`config.mk`:
```
export PLATFORM = sky130hd
export DESIGN_NAME = tankb_ioctl_upload
export DESIGN_NICKNAME = d
export VERILOG_FILES = /design/src/rtl/tankb_ioctl_upload.sv
export SDC_FILE = /design/constraint.sdc
export NUM_CORES = 1
export LEC_CHECK = 0
export ABC_AREA = 0
export CAP_MARGIN = 5
export CORE_UTILIZATION = 50
export CTS_CLUSTER_DIAMETER = 100
export DETAILED_ROUTE_END_ITERATION = 8
export PLACE_DENSITY = 0.89
export SLEW_MARGIN = 10
export SYNTH_ARGS = -nofsm -noshare
export SYNTH_HDL_FRONTEND = slang
export SYNTH_SLANG_ARGS = --single-unit
```
`constraint.sdc`:
```
create_clock -name clk_sys -period 3.45 [get_ports clk_sys]
set_input_delay 0.5175 -clock clk_sys [delete_from_list [all_inputs] [get_ports clk_sys]]
set_output_delay 0.5175 -clock clk_sys [all_outputs]
set_load 0.01 [all_outputs]
```
`src/rtl/tankb_ioctl_upload.sv`:
```
// tankb_ioctl_upload: answers hps_io upload requests for one ioctl index by
// pausing the game CPU and streaming bytes out of a game-side RAM read port.
//
// Ports:
//   clk_sys, reset             - system clock, synchronous active-high reset
//   ioctl_upload, ioctl_index  - upload session level and its index
//   ioctl_rd, ioctl_addr       - one-cycle byte request and its address
//   ioctl_din, ioctl_wait      - returned byte and not-ready flag
//   pause_req, pause_ack       - CPU halt handshake
//   ram_rd, ram_addr, ram_q    - RAM read port (data RD_LATENCY cycles later)
//   byte_count, xsum           - bytes delivered / XOR of delivered bytes
//   proto_err                  - sticky: request received while busy
module tankb_ioctl_upload #(
  parameter logic [7:0]  INDEX      = 8'd4,
  parameter int unsigned AW         = 10,
  parameter int unsigned SIZE       = 1024,
  parameter int unsigned RD_LATENCY = 1,
  parameter logic [7:0]  FILL       = 8'hFF
) (
  input  logic          clk_sys,
  input  logic          reset,
  input  logic          ioctl_upload,
  input  logic [7:0]    ioctl_index,
  input  logic          ioctl_rd,
  input  logic [24:0]   ioctl_addr,
  output logic [7:0]    ioctl_din,
  output logic          ioctl_wait,
  output logic          pause_req,
  input  logic          pause_ack,
  output logic          ram_rd,
  output logic [AW-1:0] ram_addr,
  input  logic [7:0]    ram_q,
  output logic [15:0]   byte_count,
  output logic [7:0]    xsum,
  output logic          proto_err
);

  localparam int unsigned CW     = 3;
  localparam logic [24:0] SIZE_A = 25'(SIZE);

  typedef enum logic [1:0] {
    S_IDLE  = 2'd0,
    S_PAUSE = 2'd1,
    S_READY = 2'd2,
    S_FETCH = 2'd3
  } state_t;

  state_t          state_q, state_d;
  logic            pend_q, pend_d;
  logic [24:0]     pend_addr_q, pend_addr_d;
  logic [CW-1:0]   cnt_q, cnt_d;

  logic [7:0]      din_d;
  logic            wait_d;
  logic            pause_d;
  logic            ram_rd_d;
  logic [AW-1:0]   ram_addr_d;
  logic [15:0]     count_d;
  logic [7:0]      xsum_d;
  logic            perr_d;

  logic            active;
  logic            req;
  logic [24:0]     req_addr;
  logic            in_range;
  logic            deliver;
  logic [7:0]      dbyte;

  assign active   = ioctl_upload && (ioctl_index == INDEX);
  // A request latched while pausing takes priority over a fresh strobe.
  assign req      = pend_q || ioctl_rd;
  assign req_addr = pend_q ? pend_addr_q : ioctl_addr;
  assign in_range = req_addr < SIZE_A;

  // State and output registers.
  always_ff @(posedge clk_sys) begin
    if (reset) begin
      state_q     <= S_IDLE;
      pend_q      <= 1'b0;
      pend_addr_q <= '0;
      cnt_q       <= '0;
      ioctl_din   <= '0;
      ioctl_wait  <= 1'b0;
      pause_req   <= 1'b0;
      ram_rd      <= 1'b0;
      ram_addr    <= '0;
      byte_count  <= '0;
      xsum        <= '0;
      proto_err   <= 1'b0;
    end else begin
      state_q     <= state_d;
      pend_q      <= pend_d;
      pend_addr_q <= pend_addr_d;
      cnt_q       <= cnt_d;
      ioctl_din   <= din_d;
      ioctl_wait  <= wait_d;
      pause_req   <= pause_d;
      ram_rd      <= ram_rd_d;
      ram_addr    <= ram_addr_d;
      byte_count  <= count_d;
      xsum        <= xsum_d;
      proto_err   <= perr_d;
    end
  end

  // Next-state logic; losing the session always returns to IDLE.
  always_comb begin
    state_d = state_q;
    if (!active) begin
      state_d = S_IDLE;
    end else begin
      case (state_q)
        S_IDLE:  state_d = S_PAUSE;
        S_PAUSE: if (pause_ack) state_d = S_READY;
        S_READY: if (req && in_range) state_d = S_FETCH;
        S_FETCH: if (cnt_q == '0) state_d = S_READY;
        default: state_d = S_IDLE;
      endcase
    end
  end

  // Next values of the registered outputs and bookkeeping.
  always_comb begin
    din_d       = ioctl_din;
    wait_d      = ioctl_wait;
    pause_d     = pause_req;
    ram_rd_d    = 1'b0;
    ram_addr_d  = ram_addr;
    count_d     = byte_count;
    xsum_d      = xsum;
    perr_d      = proto_err;
    pend_d      = pend_q;
    pend_addr_d = pend_addr_q;
    cnt_d       = cnt_q;
    deliver     = 1'b0;
    dbyte       = '0;

    if (!active) begin
      // Abandon any in-flight fetch; data, count and checksum stay visible.
      pause_d = 1'b0;
      wait_d  = 1'b0;
      pend_d  = 1'b0;
      cnt_d   = '0;
    end else begin
      case (state_q)
        S_IDLE: begin
          pause_d = 1'b1;
          wait_d  = 1'b1;
          count_d = '0;
          xsum_d  = '0;
          perr_d  = 1'b0;
          pend_d  = 1'b0;
        end
        S_PAUSE: begin
          if (ioctl_rd) begin
            if (pend_q) begin
              perr_d = 1'b1;
            end else begin
              pend_d      = 1'b1;
              pend_addr_d = ioctl_addr;
            end
          end
          if (pause_ack) wait_d = 1'b0;
        end
        S_READY: begin
          if (req) begin
            pend_d = 1'b0;
            if (pend_q && ioctl_rd) perr_d = 1'b1;
            if (in_range) begin
              ram_rd_d   = 1'b1;
              ram_addr_d = req_addr[AW-1:0];
              wait_d     = 1'b1;
              cnt_d      = CW'(RD_LATENCY);
            end else begin
              deliver = 1'b1;
              dbyte   = FILL;
            end
          end
        end
        S_FETCH: begin
          if (ioctl_rd) perr_d = 1'b1;
          if (cnt_q == '0) begin
            deliver = 1'b1;
            dbyte   = ram_q;
            wait_d  = 1'b0;
          end else begin
            cnt_d = cnt_q - CW'(1);
          end
        end
        default: ;
      endcase
    end

    // Byte delivery: count saturates, checksum folds in every byte.
    if (deliver) begin
      din_d   = dbyte;
      count_d = (byte_count == 16'hFFFF) ? byte_count : byte_count + 16'd1;
      xsum_d  = xsum ^ dbyte;
    end
  end

endmodule

```
==> impl_metrics.ini <==
[cts]
postCtsSetupBuffers = 0
path_clk_slew_ns = 0.07
postCtsHoldBufs = 0
cts_tree = built
cts.sinks = 77
cts-htree-levels = 3
clk_latency_ns = 0.34
clk_path_buf_depth = 2
ctsResizeCount = 0
numCtsBuffers = 9
root_buffer = clkbuf_8

[finish]
final_util_pct = 68.3
drive_gt1_share_pct = 9.57
fin_area_um2 = 4610
area_growth_pct = 32.8
final_nets = 516
antenna_cells = 0
finalNonFillerCells = 550

[synthesis]
synthesis.nets = 427
ys.warnings.count = 0
ys.flop_type = dfxtp_1
ys_seq_elements = 77
synth_seq_area_share_pct = 44.3
syn-instance-count = 378
synth_area_um2 = 3480
synth_cell_types = 54
synth_edf_count = 0
synthArstFlopShare_pct = 0
avgSynthCellArea_um2 = 9.20

[status]
status = completed

[placement]
pre_cts_ws_ns = 0.621
hpwlAfterDp_um = 6240
place_area_um2 = 4450
dp_cells = 536
place_congestion = 0.844
port-buffer-count = 91

[critical_path]
cp-start-kind = primary input
reg2reg_from = pend_q$_SDFFE_PP0P_
end_kind = flop
worstRegToRegCells = 6
required_ns = 3.70
reg2reg_slack_ns = 1.08
critical_path_class = primary input to flop
r2r-end = byte_count[2]$_SDFFE_PP0P_
path_max_fanout = 20
worstPathArrival_ns = 2.77

[timing]
fin_setup_tns_ns = 0
worst_slack_ns = 0.927
slew_headroom_pct = 55.5
whs_ns = 0.492
setup_viol = 0
tightestPinTransition_ns = 0.668
rsz0062_at_grt = no
fin_crit_ns = 2.52
hold_viol_final = 0
slew_violations = 0
layout_worst_path_cycle_share_pct = 73.1
fin_skew_ns = 0.00441
clock.fmax_mhz = 396

[min_path]
hold_depth = 1
hold_end = cnt_q[0]$_SDFFE_PP0P_
min_path_type = flop to flop
min-delay-start = cnt_q[0]$_SDFFE_PP0P_

[floorplan]
fp.dieArea_um2 = 7290
num_rows = 30
die_y_um = 85.4
core_area_um2 = 6760
chipWidth_um = 85.4
io_pins = 92
start_util_pct = 51.4

[global_route]
grt_max_degree = 34
grt_use_total_pct = 23.6
grt_antenna_before_repair = 0
grt_pass1_wl_um = 13600
gr-total-overflow = 0
grt_pass1_vias = 3030

[detailed_routing]
route.vias.total = 3160
postRouteAntennaNets = 0
drt_iter0_drc = 206
dr.pass1.iters = 4
vias_per_cell = 5.75
routed_wl_um = 8570
remaining_drc_errors = 0
wire_per_inst_um = 15.6

[power_and_ir_drop]
power.leakage_nw = 1.81
power_mw = 1.57
p_per_area_nw_per_um2 = 340
irDropWorstVdd_mv = 0.250

[run]
maxCapViolations = 0
[per-layer routing]
layer,vias to the layer above,GRT usage [%],share of wire [%]
met2,107,42.2,49
met3,17,5.45,6.3
li1,1569,-,-
met4,0,11.4,1.8
met1,1467,26.4,43
met5,-,0,0
[layout by cell type, fill, tap and decap left out, drive strengths merged, types with 2 or more instances in the layout]
master and n:
clkdlybuf4s50 91, nand3 5, a211oi 11, mux2i 40, a41o 2, o22ai 2
o21ai 12, or2 2, and2 2, nand4 11, and4 4, or4 5
nor3 10, o221a 8, buf 10, a22oi 8, nor2b 3, a21oi 22
or3 10, dfxtp 77, a31o 5, nand2 18, ha 3, and3 3
nor2 54, nand2b 4, a31oi 2, clkinv 2, inv 11, nor4 5
clkbuf 12, a21o 3
[kinds of logic after synthesis]
group | after synthesis | share of synthesized area, %
XOR/XNOR | 2 | 0.504
multiplexers | 41 | 11.8
adder cells (fa/ha/maj) | 3 | 1.08
AND/OR/NAND/NOR | 138 | 20.3
buffers and inverters | 34 | 4.57
AO/OA/AOI/OAI | 83 | 17.4
flip-flops | 77 | 44.3
[power by group]
group	internal, mW	leakage, nW	switching [mW]
Combinational	0.0538	1.10	0.0349
Sequential	0.888	0.620	0.0000688
Clock	0.291	0.0881	0.300
Total	1.23	1.81	0.335
[registers in the layout, summed over array words and instances, names as in the netlist]
name / flops
pend_addr_q: 25
ram_rd: 1
ram_addr: 10
ioctl_wait: 1
pend_q: 1
xsum: 8
state_q: 2
byte_count: 16
cnt_q: 3
pause_req: 1
proto_err: 1
ioctl_din: 8
[worst max path at each step]
stage,from,to
after floorplan,ioctl_addr[14],byte_count[15]$_SDFFE_PP0P_
after global placement,ioctl_addr[14],ram_addr[3]$_SDFFE_PP0P_
after detailed placement,ioctl_addr[14],ram_addr[5]$_SDFFE_PP0P_
after CTS,ioctl_addr[14],ram_addr[5]$_SDFFE_PP0P_
after global routing,ioctl_addr[14],ram_addr[5]$_SDFFE_PP0P_
final,ioctl_addr[14],ram_addr[5]$_SDFFE_PP0P_
[final cells by class]
class / instances / area, µm²
tap: 80 / 100
multi-input combinational: 267 / 1780
clock buffer: 12 / 155
sequential: 77 / 1540
inverter: 11 / 41.3
clock inverter: 2 / 10.0
timing repair buffer: 101 / 986
fill: 521 / 2140
[worst max-delay path, cell delays in order]
cell and delay, ns:
clkdlybuf4s50_1 0.43, or4_1 0.55, nor3_2 0.23, o211ai_2 0.30
nor3_2 0.20, buf_4 0.25, nor2_1 0.07, a211oi_1 0.23
[synth_stat cells (5+ instances only)]
master / number / area (µm²)
a211oi_1: 11 / 82.6
a21oi_1: 22 / 110
a22oi_1: 8 / 60.1
buf_2: 7 / 35.0
clkbuf_1: 11 / 41.3
dfxtp_1: 77 / 1540
inv_1: 10 / 37.5
mux2i_1: 40 / 400
nand2_1: 18 / 67.6
nand3_1: 5 / 25.0
nand4_1: 11 / 68.8
nor2_1: 54 / 203
nor3_1: 9 / 45.0
nor4_1: 5 / 31.3
o21ai_0: 12 / 60.1
o221a_2: 8 / 90.1
or3_1: 9 / 56.3
(Power assumes the default switching activity.)
